===== src/rtl/mem_port_arbiter.sv =====
// Two-requester round-robin arbiter for one byte-enabled RAM port.
// Ports: CLK/RST, req0_*/req1_* valid-ready request channels with lock,
// rsp0_*/rsp1_* 1-cycle read responses, mem_* RAM port drive, mem_q data.
module mem_port_arbiter #(
  parameter int DWIDTH = 32,
  parameter int AWIDTH = 12
) (
  input  logic                  CLK,
  input  logic                  RST,
  input  logic                  req0_valid,
  output logic                  req0_ready,
  input  logic [AWIDTH-1:0]     req0_addr,
  input  logic [DWIDTH-1:0]     req0_wdata,
  input  logic [DWIDTH/8-1:0]   req0_wbe,
  input  logic                  req0_lock,
  output logic                  rsp0_valid,
  output logic [DWIDTH-1:0]     rsp0_rdata,
  input  logic                  req1_valid,
  output logic                  req1_ready,
  input  logic [AWIDTH-1:0]     req1_addr,
  input  logic [DWIDTH-1:0]     req1_wdata,
  input  logic [DWIDTH/8-1:0]   req1_wbe,
  input  logic                  req1_lock,
  output logic                  rsp1_valid,
  output logic [DWIDTH-1:0]     rsp1_rdata,
  output logic                  mem_en,
  output logic [AWIDTH-1:0]     mem_addr,
  output logic [DWIDTH-1:0]     mem_d,
  output logic [DWIDTH/8-1:0]   mem_wbe,
  input  logic [DWIDTH-1:0]     mem_q
);

  logic       last_q, last_d;
  logic [1:0] lock_q, lock_d;
  logic       pend_q, pend_d;
  logic       sel_q, sel_d;

  logic gnt0, gnt1, any_gnt;

  // Grant is gated by RST so ready/mem_en drop the
  // instant reset asserts, not at the next edge.
  always_comb begin
    gnt0 = 1'b0;
    gnt1 = 1'b0;
    if (!RST) begin
      if (lock_q[0] && req0_valid) begin
        gnt0 = 1'b1;
      end else if (lock_q[1] && req1_valid) begin
        gnt1 = 1'b1;
      end else if (req0_valid && !req1_valid) begin
        gnt0 = 1'b1;
      end else if (req1_valid && !req0_valid) begin
        gnt1 = 1'b1;
      end else if (req0_valid && req1_valid) begin
        if (last_q) gnt0 = 1'b1;
        else        gnt1 = 1'b1;
      end
    end
  end

  assign any_gnt = gnt0 | gnt1;

  // Without a grant the owner must have dropped valid,
  // so clearing lock_own there covers the release case.
  always_comb begin
    last_d = last_q;
    sel_d  = sel_q;
    pend_d = any_gnt;
    lock_d = 2'b00;
    if (any_gnt) begin
      last_d = gnt1;
      sel_d  = gnt1;
    end
    if (gnt0 && req0_lock) lock_d = 2'b01;
    if (gnt1 && req1_lock) lock_d = 2'b10;
  end

  always_ff @(posedge CLK or posedge RST) begin
    if (RST) begin
      last_q <= 1'b1;
      lock_q <= 2'b00;
      pend_q <= 1'b0;
      sel_q  <= 1'b0;
    end else begin
      last_q <= last_d;
      lock_q <= lock_d;
      pend_q <= pend_d;
      sel_q  <= sel_d;
    end
  end

  always_comb begin
    req0_ready = gnt0;
    req1_ready = gnt1;
    mem_en     = any_gnt;
    mem_addr   = gnt1 ? req1_addr  : req0_addr;
    mem_d      = gnt1 ? req1_wdata : req0_wdata;
    mem_wbe    = '0;
    if (gnt0) mem_wbe = req0_wbe;
    if (gnt1) mem_wbe = req1_wbe;
    rsp0_valid = pend_q & ~sel_q;
    rsp1_valid = pend_q & sel_q;
    rsp0_rdata = mem_q;
    rsp1_rdata = mem_q;
  end

endmodule


===== config.mk =====
export PLATFORM = sky130hd
export DESIGN_NAME = mem_port_arbiter
export DESIGN_NICKNAME = d
export VERILOG_FILES = /design/src/rtl/mem_port_arbiter.sv
export SDC_FILE = /design/constraint.sdc
export NUM_CORES = 1
export LEC_CHECK = 0
export ABC_AREA = 1
export CORE_AREA = 2 2 98 100
export DETAILED_ROUTE_END_ITERATION = 10
export DIE_AREA = 0 0 100 102
export PLACE_DENSITY = 0.75
export SYNTH_ARGS = -nofsm -noshare
export SYNTH_HDL_FRONTEND = slang
export SYNTH_SLANG_ARGS = --single-unit

===== constraint.sdc =====
create_clock -name CLK -period 1.46 [get_ports CLK]
set_clock_uncertainty 0.1 [all_clocks]
set_input_delay 0.219 -clock CLK [delete_from_list [all_inputs] [get_ports CLK]]
set_output_delay 0.219 -clock CLK [all_outputs]
set_load 0.02 [all_outputs]

### Yosys cells after proc, flatten, opt, wreduce, memory -nomap -nowiden

Index checks and enable logic that the tools add are counted.

| storage, ports and cells | value |
|---|---|
| bits of input ports | 134 |
| word-level logic and storage cells | 37 |
| output and inout bits | 117 |
| register bits after elaboration | 5 |

| cells by class | value |
|---|---|
| mux-type cells | 20 |
| reductions and logical operators | 9 |
| bitwise operators | 4 |

Operators by type and width:

| operator | number |
|---|---|
| $mux 32 | 1 |
| $mux 1 | 15 |
| $mux 12 | 1 |
| $mux 4 | 2 |
| $logic_and 1x1->1 | 7 |
| $and 1x1->1 | 2 |
| $logic_not 1->1 | 2 |
| $mux 2 | 1 |
| $not 1->1 | 1 |
| $or 1x1->1 | 1 |

### Depth between registers and ports, before layout

| logic depth | value |
|---|---|
| word-level depth | 10 |
| mapped depth | 7 |
| depth with buffers taken out | 6 |

### Worst setup path after synthesis

No wires, ideal clock.

| path | value |
|---|---|
| kind | reg-to-output |
| from | reg last_q |
| to | out mem_d[16] |
| slack | -62 ps |
| stages on the path, launching flop included | 7 |
| arrival | 1,203 ps |
| required time | 1,141 ps |
| buffers on the path | 2 |
| cell sequence | dfstp_2 -> nand3_2 -> nand3_1 -> buf_4 -> buf_6 -> nand2_1 -> nand2_1 |

| on the way | value |
|---|---|
| cells in the longest elaborated chain, start to end | 8 |

Ends and longest elaborated chain:

| item | RTL line | RTL |
|---|---|---|
| start: declaration | 33 | `logic last_q, last_d;` |
| start signal: assignment | 85 | `last_q <= last_d;` |
| $mux 1 | 55 | `if (last_q) gnt0 = 1'b1;` |
| $mux 1 | 54 | `end else if (req0_valid && req1_valid) begin` |
| $mux 1 | 52 | `end else if (req1_valid && !req0_valid) begin` |
| $mux 1 | 50 | `end else if (req0_valid && !req1_valid) begin` |
| $mux 1 | 48 | `end else if (lock_q[1] && req1_valid) begin` |
| $mux 1 | 46 | `if (lock_q[0] && req0_valid) begin` |
| $mux 1 | 45 | `if (!RST) begin` |
| $mux 32 | 97 | `mem_d = gnt1 ? req1_wdata : req0_wdata;` |
| end: declaration | 28 | `output logic [DWIDTH-1:0] mem_d,` |

No other way between the ends.

### Final worst setup path

| path | value |
|---|---|
| from | reg last_q |
| to | out mem_addr[1] |

| on the way | value |
|---|---|
| cells in the longest elaborated chain, start to end | 8 |

Ends and longest elaborated chain:

| item | RTL line | RTL |
|---|---|---|
| $mux 1 | 55 |  |
| $mux 1 | 54 |  |
| $mux 1 | 52 |  |
| $mux 1 | 50 |  |
| $mux 1 | 48 |  |
| $mux 1 | 46 |  |
| $mux 1 | 45 |  |
| $mux 12 | 96 | `mem_addr = gnt1 ? req1_addr : req0_addr;` |
| end: declaration | 27 | `output logic [AWIDTH-1:0] mem_addr,` |

No other way between the ends.

==> flow_metrics.py <==
metrics = {
    "status": {
        "outcome": "complete, but fails checks",
        "violations": "setup timing",
    },
    "power": {
        "p_sw_frac": 0.398,
        "ir_drop_mv": 0.503,
        "p_comb_frac": 0.749,
        "power_frac_clock": 0.151,
        "leakagePower_uw": 0.00153,
        "p_switching_uw": 697,
        "pwr-share-seq": 0.100,
        "power_density_nw_per_um2": 545,
        "finalPower_uw": 1750,
        "p_int_uw": 1060,
    },
    "clock_tree": {
        "numClockSinks": 5,
        "clk_pin_slew_worst_paths_ns": 0.04,
        "cts_buffers": 3,
        "cts_max_level": 1,
        "cts_buffer_depth": 2,
        "holdBufCountCts": 0,
        "cts-root-buf": "clkbuf_8",
        "clk_latency_ns": 0.22,
        "cts_tree": "done",
    },
    "global_routing": {
        "antenna_found_initial": 0,
        "grt_pass1_vias": 1884,
        "grt_util_all_layers": 0.120,
        "grt_overflow": 0,
        "grt_pass1_wl_mm": 9.74,
        "grt_max_degree": 49,
    },
    "route": {
        "drt_wl_total_mm": 7.23,
        "drcViolationCount": 0,
        "vias": 1957,
        "routedWlPerCell_um": 15.4,
        "firstDrtPassIters": 5,
        "drt-vias-per-instance": 4.17,
        "drtAntennaViolNets": 0,
        "drtIter0Drc": 34,
    },
    "placement": {
        "hpwlAfterDp_mm": 5.09,
        "gp_congestion": 0.710,
        "io_buffers": 154,
    },
    "finish": {
        "nNetsFinal": 493,
        "drive_above_1_share": 0.385,
        "final_common_cell": "clkdlybuf4s50_1",
        "multi_input_area_um2": 918,
        "final_cell_mix": "clkdlybuf4s50_1, nand2_1, buf_6, nand2_2, nand3_1",
        "area_delta_synth_final_pct": 124,
        "register_area_um2": 126,
        "fillers": 942,
        "n_antenna_cell": 0,
    },
    "sta": {
        "period_share": 1.24,
        "hold_violations": 0,
        "slew_viol_final": 0,
        "rsz0062_at_grt": "yes",
        "timing.fmax_ghz": 0.551,
        "setup_tns_ns": -16.21,
        "relSlewSlack": 0.831,
        "worstMarginPinSlew_ns": 0.254,
        "finalWorstSetupSlack_ns": -0.354,
        "fin_crit_ns": 1.81,
        "setup_viol": 52,
    },
    "yosys": {
        "synth_warnings": 0,
        "synth_cell_types": 13,
        "syn_area_um2": 1440,
        "synth-seq-cells": 5,
        "ys_seq_area_frac": 0.0881,
        "syn_inst": 259,
        "syn_nets": 393,
        "syn_avg_cell_area_um2": 5.54,
    },
    "floorplan": {
        "initial_core_util": 0.158,
        "core-area_um2": 9110,
        "ios": 251,
        "die_area_um2": 10200,
        "fp-row-count": 35,
        "die_h_um": 102,
        "fp.dieW_um": 100,
    },
    "worst_setup_path": {
        "crit_type": "register to primary output",
        "crit_required_ns": 1.14,
        "ff2ff_setup_slack_ns": -0.03,
        "cp-start-kind": "register",
        "cp_max_fo": 13,
        "cp.arrival_ns": 1.49,
        "cp-end-kind": "primary output",
    },
    "run": {
        "cap_viol_max_count": 0,
    },
    "min_path": {
        "hold_class": "input port to async pin",
    },
}
## cell usage after synthesis
library cell	instances	area, um2
dfrtp_1	4	100
nand3_1	53	265
buf_4	66	495
nand2_1	103	387
inv_2	1	3.75
buf_6	3	33.8
clkbuf_1	2	7.51
nor2_2	1	6.26
buf_2	8	40.0
nand3_2	1	10.0
nor2_1	6	22.5
dfstp_2	1	26.3
inv_1	10	37.5
## per-layer routing
metal,vias up,track usage,wire (um)
met5,-,0,0
met2,139,0.233,3730
li1,947,-,-
met3,12,0.0390,742
met4,0,0.0316,143
met1,859,0.125,2610
## flip-flops by register name, indices dropped and copies added (netlist names)
signal	cells
pend_q	1
sel_q	1
lock_q	2
last_q	1
## cells by family after synthesis
logic type    count (synthesis)  share of synthesized area
simple gates                164                      0.481
buf+inv                      90                      0.431
flops                         5                     0.0881
## stage by stage
| step | area [um2] | hold slack (ns) | setup WS [ns] | util | instances |
|---|---|---|---|---|---|
| global route | 3220 | 0.0630 | -0.419 | 0.353 | 469 |
| floorplan | 1490 | -0.126 | -0.0128 | - | 259 |
| CTS | 2950 | 0.0480 | -0.394 | 0.324 | 466 |
| finish | 3220 | 0.0494 | -0.354 | 0.353 | 469 |
| detailed placement | 2720 | 0.338 | -0.924 | 0.298 | 454 |
| global placement | 2720 | 0.338 | -0.890 | 0.298 | 454 |
## power groups by stage
stage	combinational [uW]	clock (uW)	sequential, uW
final	1310	264	176
after global routing	1400	276	178
after CTS	1210	268	175
after detailed placement	1120	0	175
after global placement	1100	0	174
after floorplan	732	0	172
## path summary, 6_finish.rpt
path                                     from                 end  cells past startpoint
min in group CLK                    mem_q[20]      rsp0_rdata[20]                      0
max in group asynchronous                 RST  last_q$_DFFE_PP1P_                      3
setup reg to reg           last_q$_DFFE_PP1P_   sel_q$_DFFE_PP0P_                      8
hold / removal                            RST    pend_q$_DFF_PP0_                      3
hold reg to reg             sel_q$_DFFE_PP0P_   sel_q$_DFFE_PP0P_                      2
setup / recovery           last_q$_DFFE_PP1P_         mem_addr[1]                      6
## critical path: stages, from the launching register on
cell       delay, ns
dfstp_2         0.55
nand3_4         0.11
nand3_4         0.16
clkbuf_16       0.21
nand2_1         0.06
nand2_1         0.07
buf_6           0.12
## what timing repair did
action | 4_1_cts | 5_1_grt
pin swaps | 7 | 17
setup buffers | 5 | 1
gates cloned | 3 | 4
resized for setup | 308 | 52
endpoints found under the hold margin | 0 | 0
endpoints found under the setup margin | 53 | 51
## cell type report
class,instances,share of cell area
Timing Repair Buffer,174,0.606
Multi-Input combinational cell,164,0.285
Tap cell,111,0.0431
Sequential cell,5,0.0393
Clock buffer,4,0.0140
Inverter,11,0.0128
Power figures use the tool's default switching activity.
